--- src/rtl/delay_pkg.sv ---
// Shared types and default sizing for the multi-channel delay/periodic pulse generator.
package delay_pkg;

  typedef enum logic {
    ST_IDLE = 1'b0,
    ST_RUN  = 1'b1
  } dly_state_t;

  typedef enum logic {
    MODE_ONESHOT  = 1'b0,
    MODE_PERIODIC = 1'b1
  } dly_mode_t;

  localparam int DLY_NCH   = 4;
  localparam int DLY_CBITS = 10;

endpackage

--- src/rtl/delay_timer_bank_if.sv ---
// Control/status bundle of the timer bank: per-channel start/stop/mode/period in, pulse/busy/done out.
interface delay_timer_bank_if #(
  parameter int NCH   = delay_pkg::DLY_NCH,
  parameter int CBITS = delay_pkg::DLY_CBITS
);

  logic [NCH-1:0]       start;
  logic [NCH-1:0]       stop;
  logic [NCH-1:0]       mode;
  logic [NCH*CBITS-1:0] period;
  logic [NCH-1:0]       pulse;
  logic [NCH-1:0]       busy;
  logic [NCH-1:0]       done;
  logic                 any_pulse;

  modport master (
    output start, stop, mode, period,
    input  pulse, busy, done, any_pulse
  );

  modport slave (
    input  start, stop, mode, period,
    output pulse, busy, done, any_pulse
  );

endinterface

--- src/rtl/delay_chan.sv ---
// One timer channel: IDLE/RUN state machine with counter, shadowed period and one-cycle terminal pulse.
module delay_chan
  import delay_pkg::*;
#(
  parameter int CBITS = DLY_CBITS
) (
  input  logic             clk,
  input  logic             rst_n,
  input  logic             start,
  input  logic             stop,
  input  dly_mode_t        mode,
  input  logic [CBITS-1:0] period,
  output logic             pulse,
  output logic             busy,
  output logic             done,
  output logic             pulse_set
);

  dly_state_t       state_reg;
  dly_mode_t        mode_reg;
  logic [CBITS-1:0] cnt_reg;
  logic [CBITS-1:0] shadow_reg;
  logic             pulse_reg;
  logic             done_reg;
  logic             pulse_next;

  // Terminal count fires only when neither stop nor a retrigger claims this edge.
  always_comb begin
    pulse_next = 1'b0;
    if (!stop && !start && state_reg == ST_RUN && cnt_reg == shadow_reg) begin
      pulse_next = 1'b1;
    end
  end

  always_ff @(posedge clk or negedge rst_n) begin
    if (!rst_n) begin
      state_reg  <= ST_IDLE;
      mode_reg   <= MODE_ONESHOT;
      cnt_reg    <= '0;
      shadow_reg <= '0;
      pulse_reg  <= 1'b0;
      done_reg   <= 1'b0;
    end else begin
      pulse_reg <= pulse_next;
      if (stop) begin
        state_reg <= ST_IDLE;
        cnt_reg   <= '0;
      end else if (start) begin
        state_reg  <= ST_RUN;
        cnt_reg    <= '0;
        shadow_reg <= period;
        mode_reg   <= mode;
        done_reg   <= 1'b0;
      end else if (state_reg == ST_RUN) begin
        if (cnt_reg == shadow_reg) begin
          cnt_reg <= '0;
          if (mode_reg == MODE_PERIODIC) begin
            shadow_reg <= period;
          end else begin
            state_reg <= ST_IDLE;
            done_reg  <= 1'b1;
          end
        end else begin
          cnt_reg <= cnt_reg + 1'b1;
        end
      end
    end
  end

  assign pulse     = pulse_reg;
  assign busy      = (state_reg == ST_RUN);
  assign done      = done_reg;
  assign pulse_set = pulse_next;

  // Cycles spent busy without any progress event; bounded by the largest period plus one.
  localparam logic [CBITS:0] AGE_MAX = {1'b1, {CBITS{1'b0}}};
  logic [CBITS:0] age_reg;

  always_ff @(posedge clk or negedge rst_n) begin
    if (!rst_n) begin
      age_reg <= '0;
    end else if (!busy || stop || start || pulse_reg) begin
      age_reg <= '0;
    end else if (age_reg != '1) begin
      age_reg <= age_reg + 1'b1;
    end
  end

  a_pulse_gap: assert property (@(posedge clk) disable iff (!rst_n)
      (pulse_reg && pulse_next) |-> (shadow_reg == '0 && mode_reg == MODE_PERIODIC));

  a_idle_pulse: assert property (@(posedge clk) disable iff (!rst_n)
      (pulse_reg && !busy) |-> $past(busy));

  a_progress: assert property (@(posedge clk) disable iff (!rst_n)
      busy |-> (age_reg <= AGE_MAX));

endmodule

--- src/rtl/delay_timer_bank.sv ---
// Bank of independent delay/periodic pulse channels with a registered OR of all pulses.
module delay_timer_bank
  import delay_pkg::*;
#(
  parameter int NCH   = DLY_NCH,
  parameter int CBITS = DLY_CBITS
) (
  input  logic              clk,
  input  logic              rst_n,
  delay_timer_bank_if.slave bus
);

  logic [NCH-1:0] pulse_w;
  logic [NCH-1:0] busy_w;
  logic [NCH-1:0] done_w;
  logic [NCH-1:0] pulse_set_w;
  logic           any_pulse_reg;

  for (genvar gi = 0; gi < NCH; gi++) begin : g_chan
    delay_chan #(
      .CBITS(CBITS)
    ) u_chan (
      .clk      (clk),
      .rst_n    (rst_n),
      .start    (bus.start[gi]),
      .stop     (bus.stop[gi]),
      .mode     (dly_mode_t'(bus.mode[gi])),
      .period   (bus.period[gi*CBITS +: CBITS]),
      .pulse    (pulse_w[gi]),
      .busy     (busy_w[gi]),
      .done     (done_w[gi]),
      .pulse_set(pulse_set_w[gi])
    );
  end

  // Built from the channels' next-pulse terms so it lands in the same cycle as pulse.
  always_ff @(posedge clk or negedge rst_n) begin
    if (!rst_n) begin
      any_pulse_reg <= 1'b0;
    end else begin
      any_pulse_reg <= |pulse_set_w;
    end
  end

  assign bus.pulse     = pulse_w;
  assign bus.busy      = busy_w;
  assign bus.done      = done_w;
  assign bus.any_pulse = any_pulse_reg;

endmodule

--- src/flat_wrapper.sv ---
// flat-port wrapper written by rule: the top's interface ports become plain ports
module delay_timer_bank_flat import delay_pkg::*;
#(
  parameter int NCH   = DLY_NCH,
  parameter int CBITS = DLY_CBITS
)
  (clk, rst_n, bus_start, bus_stop, bus_mode, bus_period, bus_pulse, bus_busy, bus_done, bus_any_pulse);
  delay_timer_bank_if #(.NCH(NCH), .CBITS(CBITS)) bus_i ();
  input  logic clk;
  input  logic rst_n;
  input wire logic [$bits(bus_i.start)-1:0] bus_start;
  input wire logic [$bits(bus_i.stop)-1:0] bus_stop;
  input wire logic [$bits(bus_i.mode)-1:0] bus_mode;
  input wire logic [$bits(bus_i.period)-1:0] bus_period;
  output wire logic [$bits(bus_i.pulse)-1:0] bus_pulse;
  output wire logic [$bits(bus_i.busy)-1:0] bus_busy;
  output wire logic [$bits(bus_i.done)-1:0] bus_done;
  output wire logic [$bits(bus_i.any_pulse)-1:0] bus_any_pulse;
  assign bus_i.start = bus_start;
  assign bus_i.stop = bus_stop;
  assign bus_i.mode = bus_mode;
  assign bus_i.period = bus_period;
  assign bus_pulse = bus_i.pulse;
  assign bus_busy = bus_i.busy;
  assign bus_done = bus_i.done;
  assign bus_any_pulse = bus_i.any_pulse;
  delay_timer_bank #(.NCH(NCH), .CBITS(CBITS)) u_core (.clk(clk), .rst_n(rst_n), .bus(bus_i));
endmodule
--- config.mk ---
export PLATFORM = sky130hd
export DESIGN_NAME = delay_timer_bank_flat
export DESIGN_NICKNAME = d
export VERILOG_FILES = /design/src/rtl/delay_pkg.sv /design/src/rtl/delay_timer_bank_if.sv /design/src/rtl/delay_chan.sv /design/src/rtl/delay_timer_bank.sv /design/src/flat_wrapper.sv
export SDC_FILE = /design/constraint.sdc
export NUM_CORES = 1
export LEC_CHECK = 0
export ABC_AREA = 1
export ABC_CLOCK_PERIOD_IN_PS = 2260
export CORE_MARGIN = 5
export CORE_UTILIZATION = 40
export DETAILED_ROUTE_END_ITERATION = 7
export PLACE_DENSITY = 0.66
export SETUP_SLACK_MARGIN = 0.05
export SLEW_MARGIN = 20
export SYNTH_ARGS = -nofsm -noshare
export SYNTH_HDL_FRONTEND = slang
export SYNTH_SLANG_ARGS = --single-unit
--- constraint.sdc ---
create_clock -name clk -period 2.26 [get_ports clk]
set_input_delay 0.452 -clock clk [delete_from_list [all_inputs] [get_ports clk]]
set_output_delay 0.452 -clock clk [all_outputs]
set_load 0.05 [all_outputs]
==> metrics.md <==
| Metric | Value |
|---|---|
| Outcome | `completed` |
| Final TNS setup | `0 ps` |
| CTS Buf Count | `9` |
| Cell row count | `42` |
| Crit-path slowest cell | `clkdlybuf4s50_1` |
| Synth area leaders | `dfrtp_1 (46%), nand2_1 (18%), inv_1 (7.4%)` |
| PortBufs | `66` |
| Initial antenna violation count | `0` |
| CP delay by family, top | `buffers and inverters` |
| Vias per cell | `~4.7` |
| Post-synth top area share | `a little under half` |
| Vias in the first global route | `about 4200` |
| Layout area overhead | `21.30%` |
| Final wirelength | `11530 um` |
| Final count of hold timing violations | `0` |
| Post-Syn Area | `~0.0053 sq mm` |
| Largest area contributor in the netlist | `dfrtp_1` |
| Core Region | `around 0.013 sq mm` |
| TritonCTS clock tree | `yes` |
| Sequential element share of the synthesized area | `45.66%` |
| I/O pins | `67` |
| HP Class | `flip-flop to flip-flop` |
| Final ANT Viol Nets | `0` |
| CP required | `between 1500 and 2000 ps` |
| FF+latch count, synth | `97` |
| Max clock buf depth | `2` |
| # Max-Cap Violations | `0` |
| Die area | `~0.016 sq mm` |
| Clk pwr share | `between 30% and 40%` |
| P per Cell Area | `between 700 and 800 mW/mm^2` |
| Crit share post-route | `88.87%` |
| Die width | `roughly 130 um` |
| Pwr Total | `roughly 0.005 W` |
| CP Launch Type | `flip-flop` |
| Ant diodes | `0` |
| Share of cells above drive strength 1 | `between 6 and 7%` |
| Post-CTS sizing | `0` |
| Clk Latency, worst-skew pair | `~350 ps` |
| All-layer global routing usage | `between 10% and 20%` |
| Cells after Synth | `721` |
| Lkg Pwr | `approximately 3.2 nW` |
| Syn. warnings | `0` |
| Least-Margin Pin Slew | `approximately 520 ps` |
| Clock Sinks | `97` |
| CP cell instances | `clkdlybuf4s50_1` |
| Switching Share | `between 30% and 40%` |
| Vias | `between 4000 and 5000` |
| GRT overflow | `0` |
| Sw power | `0.001498 W` |
| Critical path buffers and inverters | `1` |
| Drt pass-1 iters | `4` |
| Slew Limit Fails | `0` |
| Pin count of the biggest net entering global routing | `56` |
| Starting DRT DRC Count | `190` |
| CP arrival | `approximately 1600 ps` |
| CTS root buf | `clkbuf_16` |
| First-pass GRT wire length | `19300 um` |
| Crit. End Element | `primary output` |
| CTS clk-pin slew, worst paths | `around 70 ps` |
| CP peak stage delay | `a little over 800 ps` |
| Final setup violation count | `0` |
| Distinct cells, synth | `30` |
| Worst VDD drop | `0.3323 mV` |
| Max FO, Critical Path | `4` |
| DRC | `0` |
| Initial Utilization | `between 40 and 50%` |
| Routed len/inst | `11.93 um` |
| Final Util | `49.09%` |
| Postcts setup bufs | `0` |
| Fmax | `0.4979 GHz` |
| Syn nets | `~800` |
| Hpwl dp | `between 8000 and 9000 um` |
| Flop pwr share | `around 44%` |
| RSZ-0062 raised after global routing | `false` |
| Filler Cell Count | `1314` |
| Part of the power in combinational logic | `between 20% and 30%` |
| Critical path class | `flip-flop to primary output` |
| Clock skew | `~8.1 ps` |
| Int Pwr | `about 0.0035 W` |
| Post-route minimum period | `~2000 ps` |
| Slew headroom | `between 60% and 70%` |
| Layout net count | `around 840` |
| Die Y | `~130 um` |
| Synthesized area per cell | `7.374 sq um` |
| GP Congestion | `~0.82` |
| Number of H-tree levels | `3` |
[cells by family (layout without fill, tap and decap cells)]
kind of cell             count (synthesis)  count (layout)  synth area share (%)
AO/OA/AOI/OAI                           69              69                 8.143
XOR/XNOR                                21              21                 3.460
adder cells (fa/ha/maj)                  4               4                0.9414
buffers and inverters                  134             203                 10.97
flip-flops                              97              97                 45.66
AND/OR/NAND/NOR                        396             396                 30.83
[placed cells by master (no fill, tap or decap), drive strengths merged]
cell type	n
a21oi	8
a31oi	3
buf	8
bufinv	3
clkbuf	10
clkdlybuf4s50	65
clkinvlp	2
dfrtp	97
dlygate4sd3	1
ha	4
inv	114
nand2	257
nand3	63
nand3b	1
nand4	6
nor2	59
nor3	8
o21ai	23
o21bai	5
o22ai	30
or2	2
xnor2	3
xor2	18
[power by group through the flow]
stage / Clock [W] / Sequential [W] / Combinational, W
floorplan: 0 / 0.00215 / 0.000793
global placement: 0 / 0.00222 / 0.00105
detailed placement: 0 / 0.00222 / 0.00107
CTS: 0.00178 / 0.00219 / 0.00108
global route: 0.00184 / 0.00222 / 0.00123
finish: 0.00172 / 0.00219 / 0.00106
[final cells by class]
cell class / count / area (sq um) / share of cell area, %
clock inverter: 5 / 105.1 / 1.630
sequential: 97 / 2427 / 37.64
timing repair buffer: 74 / 733.2 / 11.37
tap: 176 / 220.2 / 3.415
inverter: 114 / 427.9 / 6.636
multi-input combinational: 490 / 2306 / 35.76
clock buffer: 10 / 229.0 / 3.551
[stage by stage]
step / instance area [sq um] / setup slack (ps) / instances / hold WS (ps)
after global routing: 6449 / 203.2 / 966 / 523.0
final: 6449 / 251.6 / 966 / 497.8
after global placement: 6105 / 221.0 / 950 / 338.2
after CTS: 6449 / 223.2 / 966 / 497.0
after floorplan: 5316 / 940.7 / 721 / 156.4
after detailed placement: 6105 / 263.7 / 950 / 339.5
[synthesized netlist by cell type]
master,instances
buf_4,12
o21ai_0,21
or2_2,2
o22ai_1,30
o21bai_1,1
inv_1,105
a21oi_1,8
nand3_1,62
buf_6,4
nor2_4,1
nand3_2,1
nor2_1,55
inv_2,9
nand2_2,5
xor2_1,18
o21bai_2,2
o21ai_1,1
dfrtp_1,97
nand2_4,1
nor2_2,3
nand2_1,251
o21bai_4,2
ha_1,4
o21ai_2,1
buf_2,4
nand4_1,6
xnor2_1,3
nand3b_1,1
a31oi_1,3
nor3_1,8
[repair_timing]
action,4_1_cts,5_1_grt
endpoints found under the hold margin,16,0
endpoints found under the setup margin,0,0
hold buffers,1,0
[metal layers]
| metal | GRT usage (%) | vias up | wire length, um |
|---|---|---|---|
| li1 | - | 2381 | - |
| met1 | 19.80 | 2075 | 5597 |
| met2 | 24.07 | 62 | 5332 |
| met3 | 2.431 | 19 | 319 |
| met4 | 6.952 | 0 | 274 |
| met5 | 0 | - | 0 |
[path summary, 6_finish.rpt]
| path | start | end | slack, ps | depth (start not counted) |
|---|---|---|---|---|
| max | u_core.g_chan[2].u_chan.busy | bus_busy[2] | 250 | 1 |
| min | u_core.g_chan[2].u_chan.shadow_reg[2] | u_core.g_chan[2].u_chan.shadow_reg[2] | 500 | 2 |
| max reg2reg | u_core.g_chan[2].u_chan.cnt_reg[0] | u_core.g_chan[2].u_chan.shadow_reg[8] | 490 | 9 |
| min reg2reg | u_core.g_chan[2].u_chan.shadow_reg[2] | u_core.g_chan[2].u_chan.shadow_reg[2] | 500 | 2 |
| max in group asynchronous | rst_n | u_core.g_chan[1].u_chan.shadow_reg[8] | 1130 | 3 |
| min in group asynchronous | rst_n | u_core.g_chan[3].u_chan.cnt_reg[3] | 510 | 2 |
Power figures use the tool's default switching activity.
